--- src/rtl/m3_pkg.sv ---
// m3_pkg: shared types, constants and helpers for the 3-phase PWM generator.
// Holds the FSM encoding, the Q8 sine table and the per-phase duty arithmetic.
package m3_pkg;

   typedef enum logic [1:0] {
      ST_OFF   = 2'd0,
      ST_PRE   = 2'd1,
      ST_RUN   = 2'd2,
      ST_FAULT = 2'd3
   } m3_state_e;

   localparam logic [9:0] POWER_MAX = 10'd1000;
   localparam logic [9:0] DUTY_HALF = 10'd500;

   function automatic logic signed [9:0] m3_sin(input logic [3:0] idx);
      logic signed [9:0] s;
      case (idx)
         4'd0:    s = 10'sd0;
         4'd1:    s = 10'sd128;
         4'd2:    s = 10'sd222;
         4'd3:    s = 10'sd256;
         4'd4:    s = 10'sd222;
         4'd5:    s = 10'sd128;
         4'd6:    s = 10'sd0;
         4'd7:    s = -10'sd128;
         4'd8:    s = -10'sd222;
         4'd9:    s = -10'sd256;
         4'd10:   s = -10'sd222;
         4'd11:   s = -10'sd128;
         default: s = 10'sd0;
      endcase
      return s;
   endfunction

   function automatic logic [3:0] m3_idx(input logic [3:0] step,
                                         input logic [3:0] ofs);
      logic [4:0] t;
      t = {1'b0, step} + {1'b0, ofs};
      if (t >= 5'd12) t = t - 5'd12;
      return t[3:0];
   endfunction

   // 500 + ((P*sin) >>> 9); the shift floors, so negative halves round down
   function automatic logic [9:0] m3_duty(input logic [3:0] idx,
                                          input logic [9:0] pwr);
      logic signed [9:0]  s;
      logic signed [19:0] prod;
      logic signed [19:0] sum;
      s    = m3_sin(idx);
      prod = $signed({10'd0, pwr}) * $signed({{10{s[9]}}, s});
      sum  = (prod >>> 9) + 20'sd500;
      return sum[9:0];
   endfunction

endpackage

--- src/rtl/m3_phase_pwm_gen_dead_time.sv ---
// m3_deadTime: converts one raw PWM bit into Hi/Lo gate drives with dead-time.
// Any raw edge (or enable rising) blanks both gates for DEAD_T clocks.
module m3_deadTime
   import m3_pkg::*;
#(
   parameter logic [3:0] DEAD_T = 4'd4
) (
   input  logic clkI,
   input  logic nRstI,
   input  logic en_i,
   input  logic raw_i,
   output logic hi_o,
   output logic lo_o
);

   logic       raw_q;
   logic       en_q;
   logic       hi_q;
   logic       lo_q;
   logic [3:0] cnt_q;
   logic       no_dt;

   assign no_dt = (DEAD_T == 4'd0);

   always_ff @(posedge clkI or negedge nRstI) begin
      if (!nRstI) begin
         raw_q <= 1'b0;
         en_q  <= 1'b0;
         hi_q  <= 1'b0;
         lo_q  <= 1'b0;
         cnt_q <= 4'd0;
      end else begin
         raw_q <= raw_i;
         en_q  <= en_i;
         if (!en_i) begin
            hi_q  <= 1'b0;
            lo_q  <= 1'b0;
            cnt_q <= 4'd0;
         end else if (!en_q || (raw_i != raw_q)) begin
            hi_q  <= no_dt & raw_i;
            lo_q  <= no_dt & ~raw_i;
            cnt_q <= no_dt ? 4'd0 : DEAD_T - 4'd1;
         end else if (cnt_q != 4'd0) begin
            hi_q  <= 1'b0;
            lo_q  <= 1'b0;
            cnt_q <= cnt_q - 4'd1;
         end else begin
            hi_q  <= raw_i;
            lo_q  <= ~raw_i;
         end
      end
   end

   assign hi_o = hi_q;
   assign lo_o = lo_q;

endmodule

--- src/rtl/m3_phase_pwm_gen.sv ---
// m3_phase_pwm_gen: 3-phase sine-step PWM with bootstrap precharge and dead-time.
// Optional shoot-through checker is enabled by defining M3_SHOOT_THROUGH_CHECK_EN.
module m3_phase_pwm_gen
   import m3_pkg::*;
#(
   parameter logic [9:0]  PWM_TOP = 10'd999,
   parameter logic [3:0]  DEAD_T  = 4'd4,
   parameter logic [15:0] BOOT_T  = 16'd200
) (
   input  logic       clkI,
   input  logic       nRstI,
   input  logic       m3startI,
   input  logic       m3forceStopI,
   input  logic       m3invRotateI,
   input  logic [3:0] stepI,
   input  logic [9:0] powerI,
   output logic       uHiO,
   output logic       uLoO,
   output logic       vHiO,
   output logic       vLoO,
   output logic       wHiO,
   output logic       wLoO,
   output logic [1:0] stateO,
   output logic       carrierWrapO,
   output logic       errShootO
);

   m3_state_e       state_q;
   m3_state_e       state_d;
   logic [15:0]     boot_q;
   logic            pre_q;
   logic            fault_req;
   logic            run_d;
   logic            run_q;

   logic [9:0]      pwr;
   logic [3:0]      idx_v;
   logic [3:0]      idx_w;
   logic [2:0][9:0] duty_d;
   logic [2:0][9:0] duty_q;
   logic [2:0][9:0] shd_q;
   logic [9:0]      cnt_q;
   logic [2:0]      raw;
   logic [2:0]      hi;
   logic [2:0]      lo;

   // ---- FSM ----
   always_comb begin
      state_d = state_q;
      if (fault_req) begin
         state_d = ST_FAULT;
      end else if (!m3startI) begin
         state_d = ST_OFF;
      end else begin
         case (state_q)
            ST_OFF:  state_d = ST_PRE;
            ST_PRE:  if (boot_q == BOOT_T - 16'd1) state_d = ST_RUN;
            default: state_d = state_q;
         endcase
      end
   end

   always_ff @(posedge clkI or negedge nRstI) begin
      if (!nRstI) begin
         state_q <= ST_OFF;
         boot_q  <= 16'd0;
         pre_q   <= 1'b0;
      end else begin
         state_q <= state_d;
         pre_q   <= (state_d == ST_PRE);
         if (state_q == ST_PRE && state_d == ST_PRE)
            boot_q <= boot_q + 16'd1;
         else
            boot_q <= 16'd0;
      end
   end

   assign run_d  = (state_d == ST_RUN);
   assign run_q  = (state_q == ST_RUN);
   assign stateO = state_q;

   // ---- duty calculation ----
   always_comb begin
      pwr   = (powerI > POWER_MAX) ? POWER_MAX : powerI;
      idx_v = m3invRotateI ? m3_idx(stepI, 4'd8) : m3_idx(stepI, 4'd4);
      idx_w = m3invRotateI ? m3_idx(stepI, 4'd4) : m3_idx(stepI, 4'd8);
      if (stepI > 4'd11) begin
         duty_d = {3{DUTY_HALF}};
      end else begin
         duty_d[0] = m3_duty(stepI, pwr);
         duty_d[1] = m3_duty(idx_v, pwr);
         duty_d[2] = m3_duty(idx_w, pwr);
      end
   end

   // ---- carrier and shadow duty ----
   always_ff @(posedge clkI or negedge nRstI) begin
      if (!nRstI) begin
         duty_q <= {3{DUTY_HALF}};
         shd_q  <= {3{DUTY_HALF}};
         cnt_q  <= 10'd0;
      end else begin
         duty_q <= duty_d;
         if (!run_d) begin
            cnt_q <= 10'd0;
         end else if (!run_q || cnt_q == PWM_TOP) begin
            cnt_q <= 10'd0;
            shd_q <= duty_q;
         end else begin
            cnt_q <= cnt_q + 10'd1;
         end
      end
   end

   assign carrierWrapO = run_q && (cnt_q == PWM_TOP);

   always_comb begin
      raw = 3'b000;
      for (int i = 0; i < 3; i++) raw[i] = (cnt_q < shd_q[i]);
   end

   // Enable follows next state so RUN entry and gates share one latency
   for (genvar i = 0; i < 3; i++) begin : g_dt
      m3_deadTime #(
         .DEAD_T (DEAD_T)
      ) u_dt (
         .clkI  (clkI),
         .nRstI (nRstI),
         .en_i  (run_d),
         .raw_i (raw[i]),
         .hi_o  (hi[i]),
         .lo_o  (lo[i])
      );
   end

   assign uHiO = hi[0];
   assign vHiO = hi[1];
   assign wHiO = hi[2];
   assign uLoO = lo[0] | pre_q;
   assign vLoO = lo[1] | pre_q;
   assign wLoO = lo[2] | pre_q;

`ifdef M3_SHOOT_THROUGH_CHECK_EN
   logic shoot;
   logic err_q;

   assign shoot = (uHiO & uLoO) | (vHiO & vLoO) | (wHiO & wLoO);

   always_ff @(posedge clkI or negedge nRstI) begin
      if (!nRstI)
         err_q <= 1'b0;
      else if (state_d == ST_OFF && state_q != ST_OFF)
         err_q <= 1'b0;
      else if (shoot)
         err_q <= 1'b1;
   end

   assign fault_req = m3forceStopI | shoot;
   assign errShootO = err_q;
`else
   assign fault_req = m3forceStopI;
   assign errShootO = 1'b0;
`endif

endmodule
--- config.mk ---
export PLATFORM = sky130hd
export DESIGN_NAME = m3_phase_pwm_gen
export DESIGN_NICKNAME = d
export VERILOG_FILES = /design/src/rtl/m3_pkg.sv /design/src/rtl/m3_phase_pwm_gen_dead_time.sv /design/src/rtl/m3_phase_pwm_gen.sv
export SDC_FILE = /design/constraint.sdc
export NUM_CORES = 1
export LEC_CHECK = 0
export CELL_PAD_IN_SITES_DETAIL_PLACEMENT = 1
export CELL_PAD_IN_SITES_GLOBAL_PLACEMENT = 1
export CORE_MARGIN = 2
export CORE_UTILIZATION = 40
export CTS_CLUSTER_DIAMETER = 60
export DETAILED_ROUTE_END_ITERATION = 16
export MAX_ROUTING_LAYER = met4
export PLACE_DENSITY = 0.66
export REMOVE_ABC_BUFFERS = 1
export SYNTH_ARGS = -nofsm -noshare
export SYNTH_HDL_FRONTEND = slang
export SYNTH_SLANG_ARGS = --single-unit
export TNS_END_PERCENT = 5
--- constraint.sdc ---
create_clock -name clkI -period 2.5 [get_ports clkI]
set_input_delay 0.375 -clock clkI [delete_from_list [all_inputs] [get_ports clkI]]
set_output_delay 0.375 -clock clkI [all_outputs]
set_load 0.01 [all_outputs]
==> reports/metrics.sh, run 1 <==
REMAINING_MAX_SLEW_BUDGET_AT_THE_TIGHTEST_PIN_PCT=62.0
YOSYSSEQAREASHARE_PCT=20.3
CTS.ROOT.BUFFER_CELL='sky130_fd_sc_hd__clkbuf_16'
COMB_POWER_SHARE_PCT=70.7
PWR-SHARE-CLK_PCT=9.7
HTREEDEPTH=3
FILL_CELLS=3892
GR-USAGE-ALL-LAYERS_PCT=22.1
OUTCOME='complete, but fails checks'
STATIC_POWER_DUE_TO_LEAKAGE_nW=9.16
GRT_MAX_DEGREE=53
WL_PER_CELL_UM=17.5
FIN_CRIT_PS=6130
NUMBER_OF_ROUTED_NETS_WITH_ANTENNA_VIOLATIONS=0
CTS-ROOT-TO-SINK-BUFFERS=2
CTS_CLOCK_PIN_SLEW_FOR_THE_WORST_SETUP_AND_HOLD_PATHS_PS=70
RR_ENDPOINT='g_dt[2].u_dt.cnt_q[3]'
TIMING.FINAL.CRIT_SHARE_PCT=245
POST_DRT_VIA_CELL_RATIO=5.05
PORT_BUFFERS=27
REMAINING_GLOBAL_ROUTE_OVERFLOW=0
SUM_OF_ROUTED_WIRE_LENGTH_OVER_ALL_LAYERS_MM=38.1
POWER.SWITCHING_W=0.00578
TRITONROUTE_PASS_1_ITERS=4
INITIALDRTVIOLATIONCOUNT=319
CTS_BUF_COUNT=9
YOSYSMOSTFREQUENTCELL='sky130_fd_sc_hd__ha_1'
PLACEABLE_AREA_UM2=34400
CRITPATHCAPTURETYPE='register'
CLOCK_TREE_FROM_TRITONCTS='done'
DIE-HEIGHT_UM=190
FINAL_CORE_UTIL_PCT=51.7
INITIAL_CORE_UTIL_PCT=40.4
DETAILEDPLACEMENTHPWL_MM=30.7
SYNTH_FLOP_CELL='sky130_fd_sc_hd__dfrtp_1'
SYNTH-ASYNC-RESET-RATIO_PCT=100
PLACEMENT_ROWS=68
DIEAREA_UM2=36300
SWITCHING_SHARE_PCT=41.3
WORSTMARGINPINSLEW_PS=570
SETUP_SLACK_PS=-3630
WORST_HOLD_PATH_TYPE='in2async'
VIAS=10992
MAX_FREQ_MHz=163
GRT_FIRST_PASS_WIRELENGTH_MM=62.2
SYNTHCELLS=1452
DRV_SLEW=0
TOTAL_POWER_W=0.0140
CELLPOWERDENSITY_nW_PER_UM2=787
REG2REG_FROM='cnt_q[1]'
GRT_PASS1_VIAS=12417
CLK-INSERTION-DELAY-LATE_PS=350
CTS_NUM_SINKS=111
CP-START-KIND='input port'
CRIT_ARRIVAL_PS=6360
SYNTH-EDFF-COUNT=0
MAX_CAP_VIOL_COUNT=0
SYNTH.CELLS.MOST_FREQUENT='196 x sky130_fd_sc_hd__ha_1, 192 x sky130_fd_sc_hd__inv_1, 167 x sky130_fd_sc_hd__nor2_1'
FAILED_CHECKS='negative setup slack'
SETUP-VIOLATIONS-FINAL=33
GP_CONGESTION=0.906
FRACTION_OF_LAYOUT_CELLS_WITH_A_SIZE_SUFFIX_ABOVE_1_PCT=31.6
YS_FF_LATCH=111
SYNTH_AREA_UM2=13900
REPORT.FINAL.HOLD_VIOL_COUNT=0
R2R_SLACK_PS=-20
RSZ_0062_RAISED_AFTER_GLOBAL_ROUTING='true'
AREAGROWTHSYNTHTOFINISH_PCT=27.9
NETLIST-CELL-TYPE-COUNT=83
ANTENNA-DIODE-COUNT=0
NETLIST_TOP_CELLS_AREA='sky130_fd_sc_hd__fa_1 21%, sky130_fd_sc_hd__ha_1 18%, sky130_fd_sc_hd__dfrtp_1 14%'
CRITICAL_PATH.MAX_FANOUT=8
WORSTSETUPPATHTYPE='in2reg'
SYNTH.LARGEST_AREA_CELL='sky130_fd_sc_hd__fa_1'
INTERNAL_POWER_W=0.00822
POWER.SHARE.SEQUENTIAL_PCT=19.5
NUM-NETS-FINAL=2080
YOSYSWARNINGS=0
MEAN_POST_SYNTH_CELL_AREA_UM2=9.57
TIMING.REG2REG.WORST_PATH_DEPTH=10
DRC=0
CP-ENDPOINT='duty_q[19]'
GRT_ANTENNA_BEFORE_REPAIR=0
CRIT_REQUIRED_PS=2730
PEAKVDDDROP_V=0.000505
DIE_W_UM=190
YOSYS.AREA.TOP_TYPE_SHARE_PCT=21.2
FINCLKSKEW_PS=11.5
CTS.HOLD.BUFFERS_ADDED=0
STARTPOINT='stepI[2]'
IOPINCOUNT=29
worst max-delay path, cell delays in order:
cell and delay, ps:
sky130_fd_sc_hd__buf_8 100, sky130_fd_sc_hd__inv_4 50, sky130_fd_sc_hd__ha_4 220, sky130_fd_sc_hd__buf_4 170
sky130_fd_sc_hd__or2b_1 270, sky130_fd_sc_hd__o32a_1 240, sky130_fd_sc_hd__nor2_2 120, sky130_fd_sc_hd__inv_1 80
sky130_fd_sc_hd__fa_1 540, sky130_fd_sc_hd__inv_1 70, sky130_fd_sc_hd__fa_1 500, sky130_fd_sc_hd__fa_1 580
sky130_fd_sc_hd__fa_1 430, sky130_fd_sc_hd__ha_1 310, sky130_fd_sc_hd__ha_2 190, sky130_fd_sc_hd__or3_4 340
sky130_fd_sc_hd__a31oi_4 190, sky130_fd_sc_hd__nor3_4 70, sky130_fd_sc_hd__buf_4 140, sky130_fd_sc_hd__or3_4 390
sky130_fd_sc_hd__xor2_4 190, sky130_fd_sc_hd__a211o_1 240, sky130_fd_sc_hd__a222oi_1 350, sky130_fd_sc_hd__xnor2_1 170
sky130_fd_sc_hd__nor2_1 60
cell type report:
| cell class | count | area, um2 | area share, % |
|---|---|---|---|
| inverters | 193 | 729 | 4.10 |
| repair buffers | 306 | 2460 | 13.9 |
| well taps | 455 | 569 | 3.20 |
| flip-flops and latches | 111 | 2830 | 15.9 |
| clock inverters | 6 | 48.8 | 0.275 |
| multi-input cells | 1097 | 10900 | 61.4 |
| clock buffers | 10 | 229 | 1.29 |
state kept, by name (all words and copies together), names as in the netlist:
signal           flops
stateO               2
g_dt.u_dt.en_q       1
g_dt.u_dt.hi_o       3
boot_q              16
cnt_q               10
g_dt.u_dt.cnt_q     12
pre_q                1
g_dt.u_dt.lo_o       3
g_dt.u_dt.raw_q      3
duty_q              30
shd_q               30
logic make-up after synthesis:
group | count (synthesis) | synth area share [%]
mux | 41 | 3.44
xor+xnor | 90 | 5.83
flops | 111 | 20.3
fa+ha+maj | 343 | 38.8
buf+inv | 244 | 6.73
other cells | 1 | 0.0270
compound gates | 181 | 9.31
simple gates | 441 | 15.5
cells in the final DEF (no fill, tap or decap), types with 17 or more instances in the layout:
cell type | Yosys | final
sky130_fd_sc_hd__buf_4 | 2 | 266
sky130_fd_sc_hd__inv_1 | 192 | 186
sky130_fd_sc_hd__ha_1 | 196 | 173
sky130_fd_sc_hd__nor2_1 | 167 | 154
sky130_fd_sc_hd__fa_1 | 147 | 142
sky130_fd_sc_hd__nand2_1 | 80 | 74
sky130_fd_sc_hd__dfrtp_1 | 75 | 73
sky130_fd_sc_hd__xnor2_1 | 59 | 55
sky130_fd_sc_hd__dfstp_2 | 36 | 36
sky130_fd_sc_hd__mux2_2 | 34 | 34
sky130_fd_sc_hd__a21o_1 | 34 | 33
sky130_fd_sc_hd__and2_1 | 37 | 32
sky130_fd_sc_hd__a21oi_1 | 41 | 28
sky130_fd_sc_hd__xor2_1 | 28 | 24
sky130_fd_sc_hd__ha_4 | 0 | 18
sky130_fd_sc_hd__clkdlybuf4s50_1 | 0 | 18
sky130_fd_sc_hd__nand2b_1 | 20 | 17
sky130_fd_sc_hd__or2_2 | 20 | 17
sky130_fd_sc_hd__o21ai_0 | 24 | 17
power groups by stage:
stage / sequential, W / clock (W) / combinational, W
detailed placement: 0.00278 / 0 / 0.00883
CTS: 0.00274 / 0.00141 / 0.00945
finish: 0.00273 / 0.00136 / 0.00990
global route: 0.00280 / 0.00147 / 0.0111
global placement: 0.00275 / 0 / 0.00848
floorplan: 0.00269 / 0 / 0.00554
worst min path at each step:
stage,slack [ps],cells after the start,start,endpoint
3_5_place_dp,410,1,nRstI,g_dt[1].u_dt.cnt_q[2]
6_report,20,1,nRstI,g_dt[1].u_dt.cnt_q[2]
2_1_floorplan,80,0,nRstI,boot_q[0]
5_1_grt,50,1,nRstI,g_dt[1].u_dt.cnt_q[1]
3_3_place_gp,400,1,nRstI,g_dt[1].u_dt.cnt_q[2]
4_1_cts,40,1,nRstI,g_dt[1].u_dt.cnt_q[2]
layer usage:
layer  vias up  track usage (%)  wire (um)
li1       5297                -          -
met1      5520             26.1      17000
met2       116             39.6      19500
met3        59             2.08        549
met4         0             7.13       1070
met5         -                -          0
through the flow:
stage                     hold slack, ps  setup TNS (ps)  cell area, um2  cells  setup WS [ps]
after floorplan                     79.4         -106460           13700   1401          -4300
after global placement               404         -125010           16500   2135          -4610
after detailed placement             405         -129760           16500   2135          -4790
after CTS                           36.5          -95600           17400   2168          -3660
after global routing                48.1         -102400           17800   2178          -3860
final                               24.7          -94830           17800   2178          -3630
timing repair:
item,4_1_cts,5_1_grt
pin swaps,59,52
hold endpoints to repair,0,0
endpoints found under the setup margin,46,58
resized for setup,137,65
buffers inserted,17,10
Note: power is estimated with default switching activity, not from simulation.
==> inputs of run 2 (changes only) <==
--- a/config.mk
+++ b/config.mk
@@ -14,6 +14,7 @@
 export MAX_ROUTING_LAYER = met4
 export PLACE_DENSITY = 0.66
 export REMOVE_ABC_BUFFERS = 1
+export SLEW_MARGIN = 30
 export SYNTH_ARGS = -nofsm -noshare
 export SYNTH_HDL_FRONTEND = slang
 export SYNTH_SLANG_ARGS = --single-unit
==> results of run 2 <==
No change in the layout: final DEF, timing and power equal those of run 1.
